**src/rtl/serial_adder_sequencer.sv**
```systemverilog
// Bit-serial N-bit adder: one full-adder cell (two half adders plus an OR) is
// reused for every operand bit, one bit per clock, behind valid/ready handshakes.

module half_adder (
  input  logic a,
  input  logic b,
  output logic s,
  output logic c
);
  assign s = a ^ b;
  assign c = a & b;
endmodule

module serial_adder_sequencer #(
  parameter int unsigned N = 8
) (
  input  logic         CLKIN,
  input  logic         RESET,
  input  logic         IN_VALID,
  output logic         IN_READY,
  input  logic [N-1:0] A,
  input  logic [N-1:0] B,
  input  logic         CIN,
  output logic         OUT_VALID,
  input  logic         OUT_READY,
  output logic [N-1:0] SUM,
  output logic         COUT,
  output logic         BUSY
);
  localparam int unsigned CW = $clog2(N);
  localparam logic [CW-1:0] LAST = CW'(N - 1);

  typedef enum logic [1:0] {
    IDLE = 2'd0,
    RUN  = 2'd1,
    DONE = 2'd2
  } state_t;

  state_t        state, state_nxt;
  logic [N-1:0]  sa, sb, sum_q;
  logic          carry, cout_q;
  logic [CW-1:0] cnt;

  logic s0, c0, c1, bit_sum, bit_carry;

  half_adder u_ha0 (.a(sa[0]), .b(sb[0]), .s(s0),      .c(c0));
  half_adder u_ha1 (.a(s0),    .b(carry), .s(bit_sum), .c(c1));
  assign bit_carry = c0 | c1;

  always_ff @(posedge CLKIN or posedge RESET) begin
    if (RESET) state <= IDLE;
    else       state <= state_nxt;
  end

  always_comb begin
    state_nxt = state;
    case (state)
      IDLE:    if (IN_VALID) state_nxt = RUN;
      RUN:     if (cnt == LAST) state_nxt = DONE;
      DONE:    if (OUT_READY) state_nxt = IDLE;
      default: state_nxt = IDLE;
    endcase
  end

  // Counter holds the index of the bit being added; the final bit is processed
  // on the edge where it already equals N-1, giving exactly N RUN edges.
  always_ff @(posedge CLKIN or posedge RESET) begin
    if (RESET) begin
      sa     <= '0;
      sb     <= '0;
      sum_q  <= '0;
      carry  <= 1'b0;
      cout_q <= 1'b0;
      cnt    <= '0;
    end else begin
      case (state)
        IDLE: begin
          if (IN_VALID) begin
            sa    <= A;
            sb    <= B;
            carry <= CIN;
            cnt   <= '0;
            sum_q <= '0;
          end
        end
        RUN: begin
          sum_q <= {bit_sum, sum_q[N-1:1]};
          sa    <= {1'b0, sa[N-1:1]};
          sb    <= {1'b0, sb[N-1:1]};
          carry <= bit_carry;
          cnt   <= cnt + 1'b1;
          if (cnt == LAST) cout_q <= bit_carry;
        end
        default: ;
      endcase
    end
  end

  assign IN_READY  = (state == IDLE);
  assign BUSY      = (state == RUN);
  assign OUT_VALID = (state == DONE);
  assign SUM       = sum_q;
  assign COUT      = cout_q;
endmodule

```
**config.mk**
```make
export PLATFORM = sky130hd
export DESIGN_NAME = serial_adder_sequencer
export DESIGN_NICKNAME = d
export VERILOG_FILES = /design/src/rtl/serial_adder_sequencer.sv
export SDC_FILE = /design/constraint.sdc
export NUM_CORES = 1
export LEC_CHECK = 0
export BUFFER_PORTS_ARGS = -buffer_cell sky130_fd_sc_hd__buf_2
export CAP_MARGIN = 15
export CORE_MARGIN = 2
export CORE_UTILIZATION = 35
export DETAILED_ROUTE_END_ITERATION = 8
export PLACE_DENSITY = 0.69
export SYNTH_ARGS = -nofsm -noshare
export SYNTH_HDL_FRONTEND = slang
export SYNTH_HIERARCHICAL = 1
export SYNTH_SLANG_ARGS = --single-unit
```
**constraint.sdc**
```tcl
create_clock -name CLKIN -period 1.2 [get_ports CLKIN]
set_input_delay 0.24 -clock CLKIN [delete_from_list [all_inputs] [get_ports CLKIN]]
set_output_delay 0.24 -clock CLKIN [all_outputs]
set_load 0.005 [all_outputs]
```
==> Word level (Yosys, flattened, before mapping) <==
Index checks and enable logic that the tools add are counted.
{ "word_totals": {"wordCells": 38, "reg_bits": 31, "inputBits": 21, "out_inout_bits": 12} }
{ "classes": {"n_reduce_logical": 5, "addsub": 1, "bitwise": 5, "eq_ne": 6, "n_mux": 14} }
{ "op_table": {"columns": ["op", "n"], "rows": [
  ["$pmux 8 s2", 3],
  ["$mux 8", 3],
  ["$mux 2", 3],
  ["$pmux 2 s3", 1],
  ["$pmux 3 s2", 1],
  ["$ne 2x1->1 const B", 2],
  ["$reduce_and 2->1", 2],
  ["$add 3x1->3 const B", 1],
  ["$eq 3x3->1 const B", 1],
  ["$mux 3", 1],
  ["$reduce_and 3->1", 1],
  ["$and 1x1->1", 2],
  ["$eq 2x1->1 const B", 1],
  ["$eq 2x2->1 const B", 1],
  ["$logic_not 2->1", 1],
  ["$ne 2x2->1 const B", 1],
  ["$pmux 1 s2", 1],
  ["$reduce_bool 2->1", 1],
  ["$xor 1x1->1", 2],
  ["$mux 1", 1],
  ["$or 1x1->1", 1]
]} }

==> Depth between registers and ports, before layout <==
Gate-level depths: netlist of run 1.
{ "depth": {"word_depth": 4, "ltp_mapped": 6, "ltp_nobuf": 5} }

==> Hierarchy <==
Netlist of run 1, hierarchy kept.
{ "by_module_without_submodules": {"columns": ["module", "instances", "area_each_um2", "cells_per_inst", "seq_area_each_um2"], "rows": [
  ["serial_adder_sequencer", 1, 1408.9, 136, 775.7],
  ["half_adder", 2, 12.5, 1, 0.0]
]} }

==> Worst setup path before layout of run 1 <==
Ideal clock, no wire load.
{ "synth_path": {"path_type": "register to register", "startpoint": "register sa[0]", "endpoint": "register sum_q[7], in the netlist SUM[7]", "setup_slack_ns": -0.037, "path_buffers": 0, "required_ns": 1.079, "arrival_time_ns": 1.116, "period_less_slack_ns": 1.237, "stages_incl_launch_ff": 4, "cell_sequence": "dfrtp_1 > ha_1 > ha_1 > a22o_1"} }
{ "synth_via": {"elab_chain_cells": 3} }
{ "synth_lines": {"columns": ["item", "line", "text"], "rows": [
  ["start: declaration", "40", "logic [N-1:0] sa, sb, sum_q;"],
  ["start signal: assignment", "88", "sa <= {1'b0, sa[N-1:1]};"],
  ["$xor 1x1->1", "10", "assign s = a ^ b;"],
  ["net s0", "44", "logic s0, c0, c1, bit_sum, bit_carry;"],
  ["$xor 1x1->1", "10", null],
  ["net bit_sum", "44", null],
  ["$pmux 8 s2", "76", "case (state)"],
  ["end signal: assignment", "87", "sum_q <= {bit_sum, sum_q[N-1:1]};"],
  ["end: declaration", "40", null]
]} }
The timed path passes the listed nets, and every way through them passes these cells.
A chain may end at the register's enable or synchronous reset.

==> Worst setup path in the final report of run 1 <==
{ "layout_path": {"startpoint": "register state[1]", "endpoint": "output port BUSY"} }
{ "layout_via": {"elab_chain_cells": 1} }
{ "layout_lines": {"columns": ["item", "line", "text"], "rows": [
  ["start: declaration", "39", "state_t state, state_nxt;"],
  ["start signal: assignment", "52", "else state <= state_nxt;"],
  ["$eq 2x1->1", "100", "assign BUSY = (state == RUN);"],
  ["end: declaration", "28", "output logic BUSY"]
]} }
No other way between the ends.

==> results of run 1 <==
## routing by layer
layer	vias up	track usage (%)	routed length (µm)
li1	593	-	-
met1	586	22.2	1620
met2	27	23.1	1510
met3	5	4.11	150
met4	0	6.00	36
met5	-	0	0
## repair_timing
action | CTS | global route
hold endpoints to repair | 0 | 0
hold buffers | 0 | 0
resized for setup | 16 | 13
setup buffers | 6 | 1
pin swaps | 4 | 4
gates cloned | 0 | 1
setup endpoints to repair | 6 | 31
## layout make-up
class / instances / area (µm²)
multi-input combinational: 93 / 637
fill: 368 / 2020
sequential: 31 / 778
inverter: 4 / 22.5
timing repair buffer: 52 / 353
clock buffer: 8 / 100
tap: 50 / 62.6
## metrics by stage
step | cells | total power (µW) | TNS [ps] | area [µm²] | utilization (%)
2_1_floorplan | 138 | 3010 | -1.16 | 1440 | -
3_3_place_gp | 223 | 3510 | -66.4 | 1690 | 42.5
3_5_place_dp | 223 | 3560 | -132 | 1690 | 42.5
4_1_cts | 237 | 4840 | -288 | 1900 | 47.9
5_1_grt | 238 | 5330 | -1280 | 1950 | 49.2
6_report | 238 | 5010 | -350 | 1950 | 49.2
## power by group through the flow
stage	clock network (µW)	registers (µW)	logic (µW)
2_1_floorplan	0	1730	1270
3_3_place_gp	0	1810	1710
3_5_place_dp	0	1810	1750
4_1_cts	898	1830	2110
5_1_grt	946	1880	2500
6_report	878	1850	2290
## critical path: cells and delay by family, from the launching register on
| kind | cells | cell delay [ps] |
|---|---|---|
| buffers and inverters | 2 | 140 |
| DFF | 1 | 460 |
| and+or+nand+nor | 1 | 190 |
## registers in the layout (all words and copies together) (netlist names)
name,cells
carry,1
state,2
SUM,8
cnt,3
sb,8
COUT,1
sa,8
## cells in the mapped netlist, types with 2 or more instances
master,instances
nand3_1,10
o22ai_1,5
nand2_1,28
dfrtp_1,31
nor2b_1,4
inv_1,3
o21ai_1,2
a21oi_1,7
a32oi_1,2
o211ai_1,10
buf_2,2
buf_4,6
nor2_1,3
a22o_1,10
ha_1,4
## worst min-delay path by stage
stage | slack, ps | startpoint | cells after the start | to
2_1_floorplan | 330 | OUT_READY | 1 | state[1]$_DFFE_PP0P_
3_3_place_gp | 330 | RESET | 3 | SUM[0]$_DFFE_PP0P_
3_5_place_dp | 340 | RESET | 3 | SUM[0]$_DFFE_PP0P_
4_1_cts | 40 | RESET | 3 | sa[5]$_DFFE_PP0P_
5_1_grt | 70 | RESET | 3 | SUM[0]$_DFFE_PP0P_
6_report | 30 | RESET | 3 | SUM[0]$_DFFE_PP0P_
## kinds of logic after synthesis
kind of cell / count (synthesis)
simple gates: 48
compound gates: 41
flops: 31
buf+inv: 14
fa+ha+maj: 4
==> run summary, run 1 <==
status: finished, violations left
failing checks: negative setup slack
Cell Area, Synth: 1430 µm²
WHS: 32.5 ps
post-synth top area share: 54.1%
Final Max Tran Viols: 0
RSZ-0062 raised after global routing: yes
Synth cell types: 26
TritonCTS Buffers: 5
most frequent cells in the layout: buf_2, dfrtp_1, nand2_1
switching part of the total: 35.1%
worst-path cell chain: nand2b_4 -> inv_8 -> buf_6
post-DR wirelength/cell: 13.9 µm
leak pwr: 0.000920 µW
Avg Synthesized Cell Area: 10.4 µm²
via count: 1,211
total length of routed wires: 3.32 mm
DRC violations left: 0
GRT Total Usage: 15.7%
combinational group share of total power: 45.6%
syn_nets: 163
Clock Path Buffers: 2
CP required: 960 ps
Setup Viol. Count Final: 10
post-synthesis mux area share: 0%
first-pass GRT wire length: 5.32 mm
post-synthesis sequential area ratio: 54.1%
setup ws final: -104 ps
Crit. End Element: output port
drt pass-1 iters: 4
clock-pin slew on the worst setup and hold paths: 60 ps
Slew Limit Headroom: 73.8%
Worst Setup SP: state[1]$_DFFE_PP0P_
root buffer cell: clkbuf_8
HP Class: input port to async pin
Internal Power: 3250 µW
vias in the first global route: 1,117
nets: 212
final hold viol count: 0
initial antenna violation count: 0
power per cell area: 2560 nW/µm²
DR iter-0 viols: 57
port bufs: 32
CP max FO: 6
asr flop ratio synth: 100%
FMAX: 767 MHz
die height: 68.0 µm
R2R depth: 5
end of the critical path: BUSY
startpoint types: register
Max-cap violations: 0
synth top area cells: dfrtp_1, nand2_1, a22o_1, o211ai_1, ha_1
adder-cell share of the synthesized area: 3.49%
FF-to-FF Start: sb[0]$_DFFE_PP0P_
Post-Synthesis Cells: 138
Arrival @ worst endpoint: 1060 ps
H-tree levels: 2
largest family of logic cells by synthesized area: compound AO/OA/AOI/OAI gates
fin crit share: 109%
hpwl dp: 2.14 mm
largest net degree at the start of global routing: 32
Vias/cell: 5.09
Die X-Extent: 68.0 µm
CTS tree: done
predominant post-synthesis flop cell: dfrtp_1
Yosys top cell by area: dfrtp_1
layout cells sized above 1: 39.4%
Final ANT Viol Nets: 0
clk_skew: 3.24 ps
Crit-path slowest cell: dfrtp_2
FF-to-FF setup slack: -10 ps
crit-path max cell delay: 460 ps
Placement Setup Slack: -77.4 ps
Ports: 33
share of total power in sequential cells: 36.8%
Post-synth EDFFs: 0
commonest non-fill, non-tap cell in the layout: buf_2
worst skew pair latency: 270 ps
Synth warnings: 6
area fraction in compound gates after synthesis: 21.1%
Peak supply drop: 0.00127 V
die area: 4620 µm²
P&R area growth vs syn: 36.2%
n_diodes: 0
Worst Tran Pin Value: 393 ps
core area: 3970 µm²
RePlAce Congestion: 0.776
post-synthesis xor/xnor area fraction: 0%
Overflow after GRT: 0
clock share of power: 17.5%
Starting Density: 36.1%
reg2reg end: carry$_DFFE_PP0P_
clock sinks: 31
simple logic cell fraction of the synthesized area: 15.2%
Final min period: 1300 ps
class of the most critical setup path: register to output port
net switching power: 1760 µW
Synth Register Bits: 31
row count: 23
No activity file was read; power rests on OpenSTA's default activity.
==> run 2: changes to the inputs <==
ABC_AREA = 1   (was default)
==> run summary, run 2 <==
area fraction in compound gates after synthesis: 4.95% (-16 points)
HP Class: input port to async pin
Final ANT Viol Nets: 0 (unchanged)
synth top area cells: dfrtp_1, nand2_1, inv_1, nand3_1, ha_1
P&R area growth vs syn: 36.3% (about the same)
Post-Synthesis Cells: 195 (+41%)
largest net degree at the start of global routing: 32 (unchanged)
TritonCTS Buffers: 5 (unchanged)
nets: 275 (+30%)
Multi-input gate area: 621 µm² (-2.6%)
hpwl dp: 2.20 mm (+2.7%)
die area: 4880 µm² (+5.4%)
worst-path cell chain: inv_2 -> nor2_4 -> buf_2
Clock Path Buffers: 2 (unchanged)
RePlAce Congestion: 0.726 (-6.5%)
layout cells sized above 1: 31.6% (-7.8 points)
final hold viol count: 0 (unchanged)
end of the critical path: BUSY
most frequent cells in the layout: nand2_1, inv_1, buf_2
CP required: 960 ps (about the same)
Final min period: 1240 ps (-61.5 ps)
Ports: 33 (unchanged)
power per cell area: 2540 nW/µm² (-0.77%)
Synth warnings: 6 (unchanged)
FMAX: 805 MHz (+4.9%)
FF-to-FF setup slack: -20 ps (about the same)
RSZ-0062 raised after global routing: yes
total length of routed wires: 3.40 mm (+2.6%)
largest family of logic cells by synthesized area: simple AND/OR/NAND/NOR gates
Setup Viol. Count Final: 5 (-5)
clock-pin slew on the worst setup and hold paths: 60 ps (about the same)
Vias/cell: 4.41 (-13%)
commonest non-fill, non-tap cell in the layout: nand2_1
Cell Area, Synth: 1520 µm² (+5.8%)
post-synthesis xor/xnor area fraction: 0% (unchanged)
fin crit share: 104% (-5.1 points)
Final Max Tran Viols: 0 (unchanged)
# hold bufs at CTS: 0 (unchanged)
Total Power: 5260 µW (+5.0%)
vias in the first global route: 1,220 (+9.2%)
CTS tree: done
core area: 4090 µm² (+2.9%)
Overflow after GRT: 0 (unchanged)
Yosys top cell by area: dfrtp_1
row count: 23 (unchanged)
startpoint types: register
Crit-path slowest cell: dfrtp_2
Final Util: 50.6% (+1.4 points)
die height: 69.8 µm (+2.7%)
DRC violations left: 0 (unchanged)
first-pass GRT wire length: 5.54 mm (+4.2%)
Peak supply drop: 0.000877 V (-31%)
initial antenna violation count: 0 (unchanged)
Slew Limit Headroom: 73.8% (about the same)
Die X-Extent: 69.8 µm (+2.7%)
syn_nets: 220 (+35%)
crit-path max cell delay: 440 ps (-20 ps)
worst skew pair latency: 280 ps (about the same)
simple logic cell fraction of the synthesized area: 28.5% (+13 points)
top-count cell post-synth: nand2_1
post-synth top area share: 51.2% (-2.9 points)
root buffer cell: clkbuf_8
leak pwr: 0.00118 µW (+29%)
Crit. End Element: output port
adder-cell share of the synthesized area: 3.30% (-0.19 points)
H-tree levels: 2 (unchanged)
failing checks: negative setup slack
Avg Synthesized Cell Area: 7.78 µm² (-25%)
clk_skew: 6.04 ps (+2.80 ps)
asr flop ratio synth: 100% (unchanged)
post-synthesis mux area share: 0% (unchanged)
Synth Register Bits: 31 (unchanged)
post-synthesis sequential area ratio: 51.2% (-2.9 points)
GRT Total Usage: 14.4% (-1.3 points)
Synth cell types: 19 (-27%)
clock sinks: 31 (unchanged)
reg2reg end: carry$_DFFE_PP0P_
status: finished, violations left
drt pass-1 iters: 4 (unchanged)
fillcell total: 410 (+11%)
Max-cap violations: 0 (unchanged)
predominant post-synthesis flop cell: dfrtp_1
port bufs: 32 (unchanged)
setup ws final: -42.5 ps (+61.5 ps)
Post-synth EDFFs: 0 (unchanged)
FF-to-FF Start: sa[0]$_DFFE_PP0P_
post-DR wirelength/cell: 11.3 µm (-19%)
via count: 1,322 (+9.2%)
class of the most critical setup path: register to output port
CP max FO: 5 (-1)
most frequent cells after synthesis: nand2_1, inv_1, dfrtp_1, nand3_1, o21ai_1
R2R depth: 6 (+1)
Stages on worst setup path: 3 (unchanged)
n_diodes: 0 (unchanged)
Arrival @ worst endpoint: 1000 ps (-60 ps)
Buf+Inv Stages, Crit Path: 2 (unchanged)
Worst Setup SP: state[0]$_DFFE_PP0P_
Starting Density: 37.1% (+1.0 points)
Top Family by Delay on Critical Path: flip-flops
Worst Tran Pin Value: 393 ps (+0.123 ps)
DR iter-0 viols: 52 (-8.8%)
Register Area: 778 µm² (unchanged)
[run 2: where the power goes]
part	internal, µW	switching [µW]	leakage [µW]
clock	449	366	0.0000470
combinational	1280	1340	0.000753
sequential	1530	291	0.000384
total	3260	2000	0.00118
[run 2: timing repair]
action                                  4_1_cts  5_1_grt
resized for setup                             4       14
endpoints found under the setup margin        5       27
setup buffers                                 6        2
cloned                                        0        1
pin swaps                                     8        4
[run 2: layer usage]
| layer | wire (µm) | track usage (%) | share of wire (%) | vias up |
|---|---|---|---|---|
| met3 | 163 | 5.38 | 4.8 | 5 |
| met5 | 0 | 0 | 0 | - |
| met1 | 1630 | 19.5 | 48 | 595 |
| met4 | 45 | 5.13 | 1.3 | 0 |
| met2 | 1560 | 21.1 | 46 | 31 |
| li1 | - | - | - | 691 |
[run 2: worst min-delay path by stage]
stage,from,endpoint,slack (ps),cells after the start
after detailed placement,RESET,sb[2]$_DFFE_PP0P_,340,3
after global routing,RESET,SUM[5]$_DFFE_PP0P_,50,3
after floorplan,RESET,COUT$_DFFE_PP0P_,340,1
after global placement,RESET,cnt[1]$_DFFE_PP0P_,340,3
after CTS,RESET,SUM[6]$_DFFE_PP0P_,30,3
final,RESET,sb[3]$_DFFE_PP0P_,20,3
[run 2: layout make-up]
| class | count | share of cell area (%) |
|---|---|---|
| Clock buffer | 6 | 4.00 |
| Multi-Input combinational cell | 122 | 30.0 |
| Inverter | 35 | 6.36 |
| Clock inverter | 1 | 0.242 |
| Sequential cell | 31 | 37.7 |
| Tap cell | 50 | 3.03 |
| Timing Repair Buffer | 55 | 18.7 |
[run 2: worst register-to-register path: stages (launching register included)]
cell	delay (ps)
dfrtp_1	380
ha_1	300
ha_2	180
nor2_2	100
nand2_1	60
nand3_1	60
nand2_1	50
[run 2: logic make-up (layout without fill, tap and decap cells)]
kind of cell | Yosys count | count (layout)
and+or+nand+nor | 105 | 105
buffers and inverters | 42 | 97
DFF | 31 | 31
AOI/OAI and AO/OA | 13 | 13
adders and majority gates | 4 | 4
[run 2: metrics by stage]
stage | setup slack [ps] | hold WS (ps) | instance area (µm²) | instances | TNS (ps)
2_1_floorplan | 12.4 | 337 | 1520 | 195 | 0
3_3_place_gp | -11.7 | 342 | 1820 | 284 | -11.7
3_5_place_dp | -40.7 | 342 | 1820 | 284 | -53.4
4_1_cts | -59.7 | 32.3 | 1970 | 297 | -225
5_1_grt | -93.6 | 54.2 | 2070 | 300 | -958
6_report | -42.5 | 20.9 | 2070 | 300 | -139
